File: src/rtl/price_frame_parser.sv
// Byte-stream parser for 5-byte price frames: SYNC, symbol, price_hi, price_lo, checksum.
// A good frame updates price/symbol; a bad checksum or an inter-byte timeout counts an error.
//
// state | meaning
// IDLE  | hunting for SYNC_BYTE, other bytes ignored
// SYM   | waiting for symbol byte
// PHI   | waiting for price high byte
// PLO   | waiting for price low byte
// CSUM  | waiting for checksum byte
module price_frame_parser #(
  parameter logic [7:0] SYNC_BYTE      = 8'hAA,
  parameter int         TIMEOUT_CYCLES = 100000
) (
  input  logic        clk,
  input  logic        rst,
  input  logic [7:0]  rx_data,
  input  logic        rx_valid,
  output logic [15:0] price_out,
  output logic [7:0]  symbol_out,
  output logic        price_valid,
  output logic        frame_err,
  output logic [7:0]  err_count,
  output logic        busy
);

  localparam int GAP_W = $clog2(TIMEOUT_CYCLES + 1);

  typedef enum logic [2:0] {IDLE, SYM, PHI, PLO, CSUM} state_t;

  state_t           state, state_nxt;
  logic [7:0]       sym_q, phi_q, plo_q;
  logic [GAP_W-1:0] gap_q;
  logic             timeout, csum_byte, csum_ok, err_inc;

  // A byte arriving in the timeout cycle takes priority over the timeout.
  assign timeout   = (state != IDLE) && !rx_valid && (gap_q == GAP_W'(TIMEOUT_CYCLES));
  assign csum_byte = (state == CSUM) && rx_valid;
  assign csum_ok   = (rx_data == (sym_q ^ phi_q ^ plo_q));
  assign err_inc   = timeout || (csum_byte && !csum_ok);

  always_ff @(posedge clk or posedge rst) begin
    if (rst) state <= IDLE;
    else     state <= state_nxt;
  end

  always_comb begin
    state_nxt = state;
    if (timeout) begin
      state_nxt = IDLE;
    end else if (rx_valid) begin
      case (state)
        IDLE:    if (rx_data == SYNC_BYTE) state_nxt = SYM;
        SYM:     state_nxt = PHI;
        PHI:     state_nxt = PLO;
        PLO:     state_nxt = CSUM;
        CSUM:    state_nxt = IDLE;
        default: state_nxt = IDLE;
      endcase
    end
  end

  always_comb begin
    busy = (state != IDLE);
  end

  always_ff @(posedge clk or posedge rst) begin
    if (rst) begin
      sym_q       <= 8'h00;
      phi_q       <= 8'h00;
      plo_q       <= 8'h00;
      gap_q       <= '0;
      price_out   <= 16'h0000;
      symbol_out  <= 8'h00;
      price_valid <= 1'b0;
      frame_err   <= 1'b0;
      err_count   <= 8'h00;
    end else begin
      if (rx_valid || state_nxt == IDLE) gap_q <= '0;
      else                               gap_q <= gap_q + GAP_W'(1);

      if (rx_valid && state == SYM) sym_q <= rx_data;
      if (rx_valid && state == PHI) phi_q <= rx_data;
      if (rx_valid && state == PLO) plo_q <= rx_data;

      price_valid <= csum_byte && csum_ok;
      frame_err   <= err_inc;

      if (csum_byte && csum_ok) begin
        price_out  <= {phi_q, plo_q};
        symbol_out <= sym_q;
      end

      if (err_inc && err_count != 8'hFF) err_count <= err_count + 8'h01;
    end
  end

endmodule

File: config.mk
export PLATFORM = sky130hd
export DESIGN_NAME = price_frame_parser
export DESIGN_NICKNAME = d
export VERILOG_FILES = /design/src/rtl/price_frame_parser.sv
export SDC_FILE = /design/constraint.sdc
export NUM_CORES = 1
export LEC_CHECK = 0
export CORE_UTILIZATION = 25
export DETAILED_ROUTE_END_ITERATION = 6
export PLACE_DENSITY = 0.55
export SLEW_MARGIN = 0
export SYNTH_ARGS = -nofsm -noshare
export SYNTH_HDL_FRONTEND = slang
export SYNTH_SLANG_ARGS = --single-unit
File: constraint.sdc
create_clock -name clk -period 2.1 [get_ports clk]
set_input_delay 0.21 -clock clk [delete_from_list [all_inputs] [get_ports clk]]
set_output_delay 0.21 -clock clk [all_outputs]
set_load 0.1 [all_outputs]
==> Word level (Yosys, flattened, before mapping) <==
Index checks and enable logic that the tools add are counted.
{ "classes": {"addsub": 2, "multipliers": 0, "n_div": 0, "n_lt_le_gt_ge": 0, "eq_ne": 8, "shifts": 0, "muxes": 5, "bitwise": 2, "reduce_logical": 16} }
{ "ops": {"columns": ["op", "count"], "rows": [
  ["$add A17 B1 Y17 const B", 1],
  ["$eq A17 B17 Y1 const B", 1],
  ["$mux W17", 1],
  ["$xor A8 B8 Y8", 2],
  ["$pmux W3 S4", 1],
  ["$logic_and A1 B1 Y1", 9],
  ["$mux W3", 3],
  ["$add A8 B1 Y8 const B", 1],
  ["$eq A8 B8 Y1", 1],
  ["$eq A8 B8 Y1 const B", 1],
  ["$ne A8 B8 Y1 const B", 1],
  ["$eq A3 B2 Y1 const B", 2],
  ["$logic_not A3 Y1", 2],
  ["$eq A3 B1 Y1 const B", 1],
  ["$eq A3 B3 Y1 const B", 1],
  ["$reduce_bool A3 Y1", 1],
  ["$logic_not A1 Y1", 2],
  ["$logic_or A1 B1 Y1", 2]
]} }
{ "totals": {"regBits": 78, "latch_bits": 0, "ram_bits": 0, "mem_bits_ro": 0, "in_bits": 11, "out_inout_bits": 35, "word_cells": 43, "n_memories": 0} }

==> Logic depth before layout (Yosys ltp) <==
Gate-level depths: netlist (run 1).
{ "depth": {"depth_word": 8, "depth_mapped": 10, "mapped_depth_nobuf": 8} }

==> Worst setup path after synthesis (run 1) <==
OpenSTA, ideal clock, no wires.
{ "synth_path": {"kind": "reg2reg", "start": "reg err_count[0]", "end": "reg err_count[1]", "setup_ns": 0.129, "arrival_ns": 2.082, "required_ns": 1.971, "path_slack_ns": -0.110, "path_stages_with_launch": 6, "n_path_buf": 0, "period_less_slack_ns": 2.210, "cell_sequence": "dfrtp_1 ha_1 and2_1 nand4_1 o21ai_2 mux2_1"} }
{ "synth_between": {"elab_chain_cells": 2, "word_cells_on_any_way": 3, "classes_between": "1 x add/sub; 1 x eq/ne; 1 x reduce/logical"} }
{ "synth_rtl": {"columns": ["item", "line", "source"], "rows": [
  ["from (decl)", "22", "output logic [7:0] err_count,"],
  ["from (signal assigned)", "93", "if (err_inc && err_count != 8'hFF) err_count <= err_count + 8'h01;"],
  ["branches (longest 2 deep; another with $add A8 B1 Y8)", null, null]
]} }
Several ways; the timed one is not identified.
A chain may end at the register's enable or synchronous reset.

==> Final worst setup path (run 1) <==
{ "layout_path": {"start": "reg plo_q[5]", "end": "reg symbol_out[2]"} }
{ "layout_between": {"elab_chain_cells": 3} }
{ "layout_rtl": {"columns": ["item", "line", "source"], "rows": [
  ["from (decl)", "31", "logic [7:0] sym_q, phi_q, plo_q;"],
  ["from (signal assigned)", "83", "if (rx_valid && state == PLO) plo_q <= rx_data;"],
  ["$xor A8 B8 Y8", "38", "assign csum_ok = (rx_data == (sym_q ^ phi_q ^ plo_q));"],
  ["$eq A8 B8 Y1", "38", null],
  ["$logic_and A1 B1 Y1", "88", "if (csum_byte && csum_ok) begin"],
  ["to (signal assigned)", "90", "symbol_out <= sym_q;"],
  ["to (decl)", "19", "output logic [7:0] symbol_out,"]
]} }
No other way between the ends.

==> results of run 1 <==
-- report_power, final --
part	total [uW]	switching [uW]	internal [uW]
clock	1480	549	930
sequential	2140	321	1820
combinational	1810	968	837
total	5420	1840	3580
-- what timing repair did --
item	CTS	global route
endpoints found under the setup margin	1	3
endpoints found under the hold margin	0	0
cloned	0	0
gates resized for setup	1	2
-- metrics by stage --
step	area [um2]	worst slack (ns)	total power (uW)
3_3_place_gp	4450	-0.149	3940
4_1_cts	4730	0.0639	5490
5_1_grt	4740	0.00917	5770
3_5_place_dp	4450	-0.190	3980
2_1_floorplan	3660	0.0357	3470
6_report	4740	0.0942	5420
-- worst register-to-register path: cells and delay by family, from the launching register on --
kind | cells | cell delay, ns
and+or+nand+nor | 2 | 0.47
DFF | 1 | 0.41
buffers and inverters | 2 | 0.37
xor gates and xnor gates | 2 | 0.32
muxes | 1 | 0.32
-- logic make-up (layout without fill, tap and decap cells) --
logic type | count (synthesis) | count (layout) | share of synthesized area, %
flip-flops | 78 | 78 | 53.5
AND/OR/NAND/NOR | 74 | 74 | 11.6
multiplexers | 50 | 50 | 17.3
XOR/XNOR | 44 | 44 | 10.6
AO/OA/AOI/OAI | 15 | 15 | 3.50
buffers and inverters | 15 | 97 | 2.50
adder cells (fa/ha/maj) | 3 | 3 | 1.03
-- sequential cells by signal, indices dropped and copies added, names as in the netlist, 3 cells and up --
| name | flops |
|---|---|
| sym_q | 8 |
| gap_q | 17 |
| plo_q | 8 |
| phi_q | 8 |
| err_count | 8 |
| state | 3 |
| price_out | 16 |
| symbol_out | 8 |
-- cell type report --
type	instances	area [um2]	area share, %
Multi-Input combinational cell	186	1620	34.3
Clock inverter	2	35.0	0.740
Clock buffer	11	243	5.13
Inverter	8	33.8	0.713
Sequential cell	78	1950	41.3
Timing Repair Buffer	76	621	13.1
Tap cell	180	225	4.76
-- placed cells by master, fill, tap and decap left out, types with 2 or more instances in the layout --
cell type         n
clkdlybuf4s50_1  10
nand2_1          12
mux2_4           19
o21ai_0           2
nor3_1            4
inv_1             7
nand4_1           6
buf_12            2
xor2_1           23
ha_1              3
nor4bb_1          2
mux2_2           29
nand3_1           7
dfrtp_1          76
nor4_2            2
and4bb_2          3
dfrtp_2           2
buf_4            64
nor2_1           22
xnor2_1          20
a211oi_1          2
a21oi_1           4
clkbuf_16         9
and3_1            5
-- metal layers --
| metal | part of all wire (%) | track usage (%) |
|---|---|---|
| met4 | 1.7 | 4.80 |
| met2 | 44 | 15.7 |
| met3 | 3.9 | 3.16 |
| met1 | 50 | 14.5 |
| met5 | 0 | 0 |
-- worst paths after layout --
kind | start | end | slack [ns] | cells past startpoint
setup / recovery | plo_q[5]$_DFFE_PP0P_ | symbol_out[2]$_DFFE_PP0P_ | 0.09 | 7
hold / removal | rst | price_out[10]$_DFFE_PP0P_ | 0.32 | 3
setup reg to reg | plo_q[5]$_DFFE_PP0P_ | symbol_out[2]$_DFFE_PP0P_ | 0.09 | 7
hold reg to reg | err_count[5]$_DFFE_PP0P_ | err_count[5]$_DFFE_PP0P_ | 0.51 | 1
max in group asynchronous | rst | err_count[1]$_DFFE_PP0P_ | 1.39 | 3
min in group clk | err_count[5]$_DFFE_PP0P_ | err_count[5]$_DFFE_PP0P_ | 0.51 | 1
==> impl_results.md, run 1 <==
- Synth cell count leaders: 78 x dfrtp_1, 29 x mux2_2, 23 x xor2_1, 22 x nor2_1, 21 x xnor2_1
- Vias/cell: 4.26
- I/O pin count: 46
- Routed Antenna Nets: 0
- Via count: 2,306
- Initial Utilization: 26.0%
- Min Tclk post-route: 2.01 ns
- WP data arrival: 2.22 ns
- Slowest stage delay, CP: 0.41 ns
- GR Util All Layers: 10.7%
- Maxcap violations: 0
- Die area: 0.0151 mm2
- Seq/Total Area, Yosys: 53.5%
- CP max FO: 21
- Initial antenna violation count: 0
- Initial drt markers: 149
- Synth Cell Area: 0.00365 mm2
- Top cell type's share of synthesized area: 53.5%
- Most common cell in the netlist: dfrtp_1
- Vias in the first global route: 2,392
- RSZ-0062 raised after global routing: false
- Worst-margin pin slew: 0.434 ns
- Placed Cells: 528
- Status: finished, final reports clean
- Leakage power: 0.00223 uW
- Critical path capture point type: register
- Post-synth EDFFs: 0
- Share of post-route cells with drive strength above 1: 39.9%
- Final setup vio count: 0
- Number of CTS-inserted buffers: 9
- Largest net degree at the start of global routing: 79
- Power Density: 1150 mW/mm2
- CTS H-Tree Depth: 3
- Mapped Cells: 279
- Grt ovf: 0
- CP bufs+invs: 2
- Library cells used by synthesis: 42
- Diode count: 0
- Area Growth Syn to Fin: 29.8%
- Peak supply drop: 0.702 mV
- Syn nets: 293
- Hold Fails Final Rpt: 0
- Area leader, netlist: dfrtp_1
- Synthesized flop and latch total: 78
- Synthesized area per cell: 13.1 um2
- Worst-Skew Late Latency: 0.33 ns
- Slowest stage cell, crit path: dfrtp_1
- Buffers on Ports: 45
- Family with the most delay on the worst path: simple AND/OR/NAND/NOR gates
- Final #Nets: 373
- Setup Crit Path Kind: register to register
- Top cells by area in the synthesized netlist: dfrtp_1 53%, mux2_2 8.9%, mux2_4 7.8%
- Placeable core region: 0.0140 mm2
- Final number of max-transition violations: 0
- First-pass GRT wire length: 12,100 um
- Chip Height: 123 um
- Filler cells: 1,406
- Worst path cell trace: xor2_1 -> xnor2_1 -> nor4_2 -> buf_4 -> nand3_2 -> buf_12 -> mux2_4
- Final Core Density: 33.7%
- Worst Skew: 0.00725 ns
- Data required time at the worst endpoint: 2.31 ns
- Setup TNS: 0 ns
- GPL Wtd Cong: 0.704
- Slew HR: 71.0%
- Non-Filler Instances: 541
- WL final: 7250 um
- Max Clk Rate: 499 MHz
- HPWL Detailed: 5150 um
- DRC viols: 0
- Async S/R FF share, synth: 100%
- Iteration count of the initial detailed-routing pass: 6
- Fin crit share: 95.5%
- Predominant post-synthesis flop cell: dfrtp_1
- Die width: 123 um
- Clock slew at reported path FFs: 0.06 ns
- CTS tree: yes
- Worst setup SP type: register
- Worst hold slack: 0.322 ns
- CTS Hold Buffers Added: 0
- HP Class: input pin to async pin
- Setup Buffers After CTS: 0
- WL/cell: 13.4 um
- FP Rows: 43
- CTS Sinks: 78
- CTS max path bufs: 2
- Yosys warnings: 0
- Root buffer cell: clkbuf_16
Note: power is estimated with default switching activity, not from simulation.
==> inputs of run 2 (changes only) <==
--- a/config.mk
+++ b/config.mk
@@ -5,10 +5,11 @@
 export SDC_FILE = /design/constraint.sdc
 export NUM_CORES = 1
 export LEC_CHECK = 0
-export CORE_UTILIZATION = 25
+export CORE_UTILIZATION = 50
 export DETAILED_ROUTE_END_ITERATION = 6
-export PLACE_DENSITY = 0.55
-export SLEW_MARGIN = 0
+export PLACE_DENSITY = 0.87
+export REMOVE_ABC_BUFFERS = 1
+export SLEW_MARGIN = 20
 export SYNTH_ARGS = -nofsm -noshare
 export SYNTH_HDL_FRONTEND = slang
 export SYNTH_SLANG_ARGS = --single-unit
==> impl_results.md, run 2 (same netlist as run 1, synthesis figures left out) <==
- Status: finished, final reports clean
- Maxcap violations: 0
- Placed Cells: 441
- Routed Antenna Nets: 0
- Max FFs per register: 17
- Pre-CTS setup slack: -0.182 ns
- Final WS setup: 0.142 ns
- Initial drt markers: 67
- WP data arrival: 2.19 ns
- Power Density: 1080 mW/mm2
- Number of CTS-inserted buffers: 9
- Storage cell area: 0.00195 mm2
- Slowest stage cell, crit path: dfrtp_1
- Buffers on Ports: 45
- Clock power share: 19.8%
- CP max FO: 3
- CTS tree: yes
- Worst path cell trace: inv_1 -> ha_1 -> nand2_1 -> nor3_2 -> nand4_1 -> nor3_1 -> buf_4 -> o21ai_2 -> buf_4 -> o22a_1
- Clock slew at reported path FFs: 0.08 ns
- Diode count: 0
- Share of post-route cells with drive strength above 1: 40.2%
- Non-Filler Instances: 454
- GR Util All Layers: 20.0%
- HP Class: input pin to async pin
- Grt ovf: 0
- Largest Register: gap_q
- Fin crit share: 93.3%
- Worst-Skew Late Latency: 0.35 ns
- Placeable core region: 0.00691 mm2
- Total power draw: 4890 uW
- Combinational Power Share: 36.6%
- FP Rows: 30
- CTS max path bufs: 2
- Peak supply drop: 0.814 mV
- Worst Skew: 0.00936 ns
- WL final: 6940 um
- Slowest stage delay, CP: 0.39 ns
- Highest-count cells in the layout ignoring fill and taps: 78 x dfrtp_1, 60 x buf_4, 29 x mux2_2
- Area of the multi-input gates: 0.00165 mm2
- DRC viols: 0
- Pint: 3100 uW
- Worst hold slack: 0.275 ns
- Reg power frac: 43.7%
- Min Tclk post-route: 1.96 ns
- Worst setup SP type: register
- Area Growth Syn to Fin: 23.8%
- Regs by FF count: gap_q x17, price_out x16
- Slew HR: 64.6%
- Vias in the first global route: 2,465
- Root buffer cell: clkbuf_8
- Die width: 87.4 um
- Vias/cell: 5.20
- First-pass GRT wire length: 11,600 um
- WL/cell: 15.3 um
- Largest net degree at the start of global routing: 79
- Final number of max-transition violations: 0
- CTS Hold Buffers Added: 0
- Filler cells: 523
- Worst-margin pin slew: 0.527 ns
- Leakage power: 0.00219 uW
- Iteration count of the initial detailed-routing pass: 4
- Data required time at the worst endpoint: 2.33 ns
- Net Sw Power: 1790 uW
- I/O pin count: 46
- Via count: 2,363
- Chip Height: 87.4 um
- Initial Utilization: 52.8%
- Setup Crit Path Kind: register to register
- Switching part of the total: 36.6%
- CTS H-Tree Depth: 3
- Hold Fails Final Rpt: 0
- Final setup vio count: 0
- RSZ-0062 raised after global routing: false
- Initial antenna violation count: 0
- HPWL Detailed: 4800 um
- Critical path capture point type: register
- Final #Nets: 370
- Die area: 0.00764 mm2
- Dpl cell area: 0.00433 mm2
- CTS Sinks: 78
- Most common cell after layout, fill and taps aside: dfrtp_1
- Cell area after layout: 0.00452 mm2
- GPL Wtd Cong: 0.811
- Max Clk Rate: 511 MHz
- Cell mode on critical path: buf_4
-- run 2: layout make-up --
cell class	count	share of cell area [%]
Sequential cell	78	43.2
Multi-Input combinational cell	186	36.4
Timing Repair Buffer	73	13.5
Clock buffer	11	3.35
Tap cell	96	2.66
Inverter	8	0.664
Clock inverter	2	0.221
-- run 2: layer usage --
layer,GRT usage (%),part of all wire [%],up-vias
met3,3.41,3.1,15
met1,24.7,44,1182
met2,33.9,51,49
li1,-,-,1117
met4,9.99,2.2,0
met5,0,0,-
-- run 2: final timing paths --
check | from | end | slack, ns | cells past startpoint
min in group clk | err_count[5]$_DFFE_PP0P_ | err_count[5]$_DFFE_PP0P_ | 0.51 | 1
max in group asynchronous | rst | price_out[10]$_DFFE_PP0P_ | 1.51 | 3
max | gap_q[0]$_DFF_PP0_ | err_count[3]$_DFFE_PP0P_ | 0.14 | 10
max reg2reg | gap_q[0]$_DFF_PP0_ | err_count[3]$_DFFE_PP0P_ | 0.14 | 10
min | rst | symbol_out[5]$_DFFE_PP0P_ | 0.27 | 3
min reg2reg | err_count[5]$_DFFE_PP0P_ | err_count[5]$_DFFE_PP0P_ | 0.51 | 1
-- run 2: worst max-delay path, delay by kind of cell (launching register included) --
| family | cells | cell delay [ns] |
|---|---|---|
| compound gates | 2 | 0.27 |
| buf+inv | 3 | 0.40 |
| fa+ha+maj | 1 | 0.15 |
| simple gates | 4 | 0.64 |
| flops | 1 | 0.39 |
-- run 2: stage by stage --
step	setup TNS [ns]	utilization [%]
2_1_floorplan	-10.93	-
3_3_place_gp	-1.58	62.6
3_5_place_dp	-2.69	62.6
4_1_cts	0	65.1
5_1_grt	0	65.4
6_report	0	65.4
-- run 2: repair_timing --
action,in CTS,in global routing
resized for setup,1,6
endpoints found under the setup margin,1,24
pin swaps,0,3
setup buffers,0,0
-- run 2: power by group through the flow --
stage	logic [uW]	clock network [uW]	registers (uW)
6_report	1790	967	2140
5_1_grt	1910	1050	2190
4_1_cts	1770	989	2130
3_5_place_dp	1750	0	2160
3_3_place_gp	1710	0	2130
2_1_floorplan	1110	0	2310
==> inputs of run 3 (changes only) <==
--- a/config.mk
+++ b/config.mk
@@ -5,9 +5,9 @@
 export SDC_FILE = /design/constraint.sdc
 export NUM_CORES = 1
 export LEC_CHECK = 0
-export CORE_UTILIZATION = 50
+export CORE_UTILIZATION = 55
 export DETAILED_ROUTE_END_ITERATION = 6
-export PLACE_DENSITY = 0.87
+export PLACE_DENSITY = 0.77
 export REMOVE_ABC_BUFFERS = 1
 export SLEW_MARGIN = 20
 export SYNTH_ARGS = -nofsm -noshare
==> constraint.sdc (replaced) <==
create_clock -name clk -period 2.2 [get_ports clk]
set_input_delay 0.22 -clock clk [delete_from_list [all_inputs] [get_ports clk]]
set_output_delay 0.22 -clock clk [all_outputs]
set_load 0.1 [all_outputs]
==> impl_results.md, run 3 (same netlist as run 1, synthesis figures left out) <==
- Highest-count cells in the layout ignoring fill and taps: 78 x dfrtp_1, 58 x buf_4, 29 x mux2_2
- Hold Fails Final Rpt: 0
- Final number of max-transition violations: 0
- HPWL Detailed: 4800 um
- Peak supply drop: 0.962 mV
- Max Clk Rate: 486 MHz
- Max FFs per register: 17
- Worst path cell trace: xor2_1 -> xnor2_1 -> nor4_4 -> a21boi_0 -> buf_4 -> o2111a_1 -> xor2_1
- CTS tree: yes
- Placeable core region: 0.00639 mm2
- Worst hold slack: 0.260 ns
- Min Tclk post-route: 2.06 ns
- Final WS setup: 0.142 ns
- Pre-CTS setup slack: -0.264 ns
- Worst setup SP type: register
- CTS max path bufs: 2
- CTS Sinks: 78
- Largest net degree at the start of global routing: 79
- Fin crit share: 93.5%
- RSZ-0062 raised after global routing: false
- Worst Skew: 0.0104 ns
- Via count: 2,355
- Slowest stage cell, crit path: dfrtp_1
- Setup TNS: 0 ns
- Power Density: 1110 mW/mm2
- Maxcap violations: 0
- Buffers on Ports: 45
- WL/cell: 15.8 um
- Leakage power: 0.00218 uW
- Area Growth Syn to Fin: 23.6%
- Reg2Reg Depth: 7
- WP data arrival: 2.29 ns
- Initial antenna violation count: 0
- WL final: 6880 um
- Initial Utilization: 57.2%
- Final setup vio count: 0
- Vias in the first global route: 2,451
- Slowest stage delay, CP: 0.42 ns
- Die area: 0.00697 mm2
- Number of CTS-inserted buffers: 9
- Vias/cell: 5.41
- Total power draw: 5000 uW
- Regs by FF count: gap_q x17, price_out x16
- CP max FO: 3
- Chip Height: 83.5 um
- GPL Wtd Cong: 0.822
- Most common cell after layout, fill and taps aside: dfrtp_1
- Final #Nets: 367
- Critical path capture point type: register
- Worst-margin pin slew: 0.500 ns
- I/O pin count: 46
- Iteration count of the initial detailed-routing pass: 6
- Final Core Density: 70.7%
- Largest Register: gap_q
- Diode count: 0
- Worst-Skew Late Latency: 0.35 ns
- Setup Buffers After CTS: 0
- Data required time at the worst endpoint: 2.44 ns
- CP Depth: 7
- FP Rows: 29
- HP Class: input pin to async pin
- Initial drt markers: 102
- Cell mode on critical path: xor2_1
- CTS Hold Buffers Added: 0
- Clock slew at reported path FFs: 0.08 ns
- Routed Antenna Nets: 0
- GR Util All Layers: 21.6%
- Share of post-route cells with drive strength above 1: 38.5%
- Root buffer cell: clkbuf_8
- Slew HR: 66.4%
- CTS H-Tree Depth: 3
- CP bufs+invs: 1
- Grt ovf: 0
- DRC viols: 0
- Die width: 83.5 um
- First-pass GRT wire length: 11,900 um
- Setup Crit Path Kind: register to register
- Family with the most delay on the worst path: XOR/XNOR gates
- Status: finished, final reports clean
==> run 3: through the flow <==
stage | cells | area [um2]
5_1_grt | 435 | 4510
4_1_cts | 435 | 4510
2_1_floorplan | 272 | 3590
6_report | 435 | 4510
3_5_place_dp | 419 | 4270
3_3_place_gp | 419 | 4270
==> run 3: worst reg2reg max path, stage by stage, from the launching register on <==
cell	delay [ns]
dfrtp_1	0.42
xor2_1	0.18
xnor2_1	0.16
nor4_4	0.41
a21boi_0	0.21
buf_4	0.18
o2111a_1	0.24
xor2_1	0.14
==> run 3: layout make-up <==
class | instances | area, um2
repair buffers | 70 | 576
well taps | 77 | 96.3
fillers | 471 | 1870
flip-flops and latches | 78 | 1950
clock buffers | 12 | 155
inverters | 8 | 30.0
multi-input cells | 186 | 1630
clock inverters | 4 | 77.6
==> run 3: final timing paths <==
path	startpoint	endpoint	slack, ns
min	rst	sym_q[4]$_DFFE_PP0P_	0.26
min reg2reg	err_count[5]$_DFFE_PP0P_	err_count[5]$_DFFE_PP0P_	0.50
min in group clk	err_count[5]$_DFFE_PP0P_	err_count[5]$_DFFE_PP0P_	0.50
max	phi_q[4]$_DFFE_PP0P_	err_count[4]$_DFFE_PP0P_	0.14
max in group asynchronous	rst	price_out[7]$_DFFE_PP0P_	1.59
max reg2reg	phi_q[4]$_DFFE_PP0P_	err_count[4]$_DFFE_PP0P_	0.14
==> run 3: report_power, final <==
group          total (uW)  switching, uW  internal (uW)
sequential           2040            315           1730
clock                1230            525            708
combinational        1730            960            766
total                5000           1800           3200
==> run 3: layer usage <==
metal / global-route usage [%] / up-vias / routed length (um)
met1: 28.5 / 1171 / 3130
met2: 35.9 / 52 / 3420
li1: - / 1123 / -
met3: 3.76 / 9 / 246
met5: 0 / - / 0
met4: 8.01 / 0 / 80
==> run 3: repair_timing <==
action,CTS,global route
endpoints found under the setup margin,1,22
gates resized for setup,1,1
pin swaps,0,2
cloned,0,0
endpoints found under the hold margin,0,0
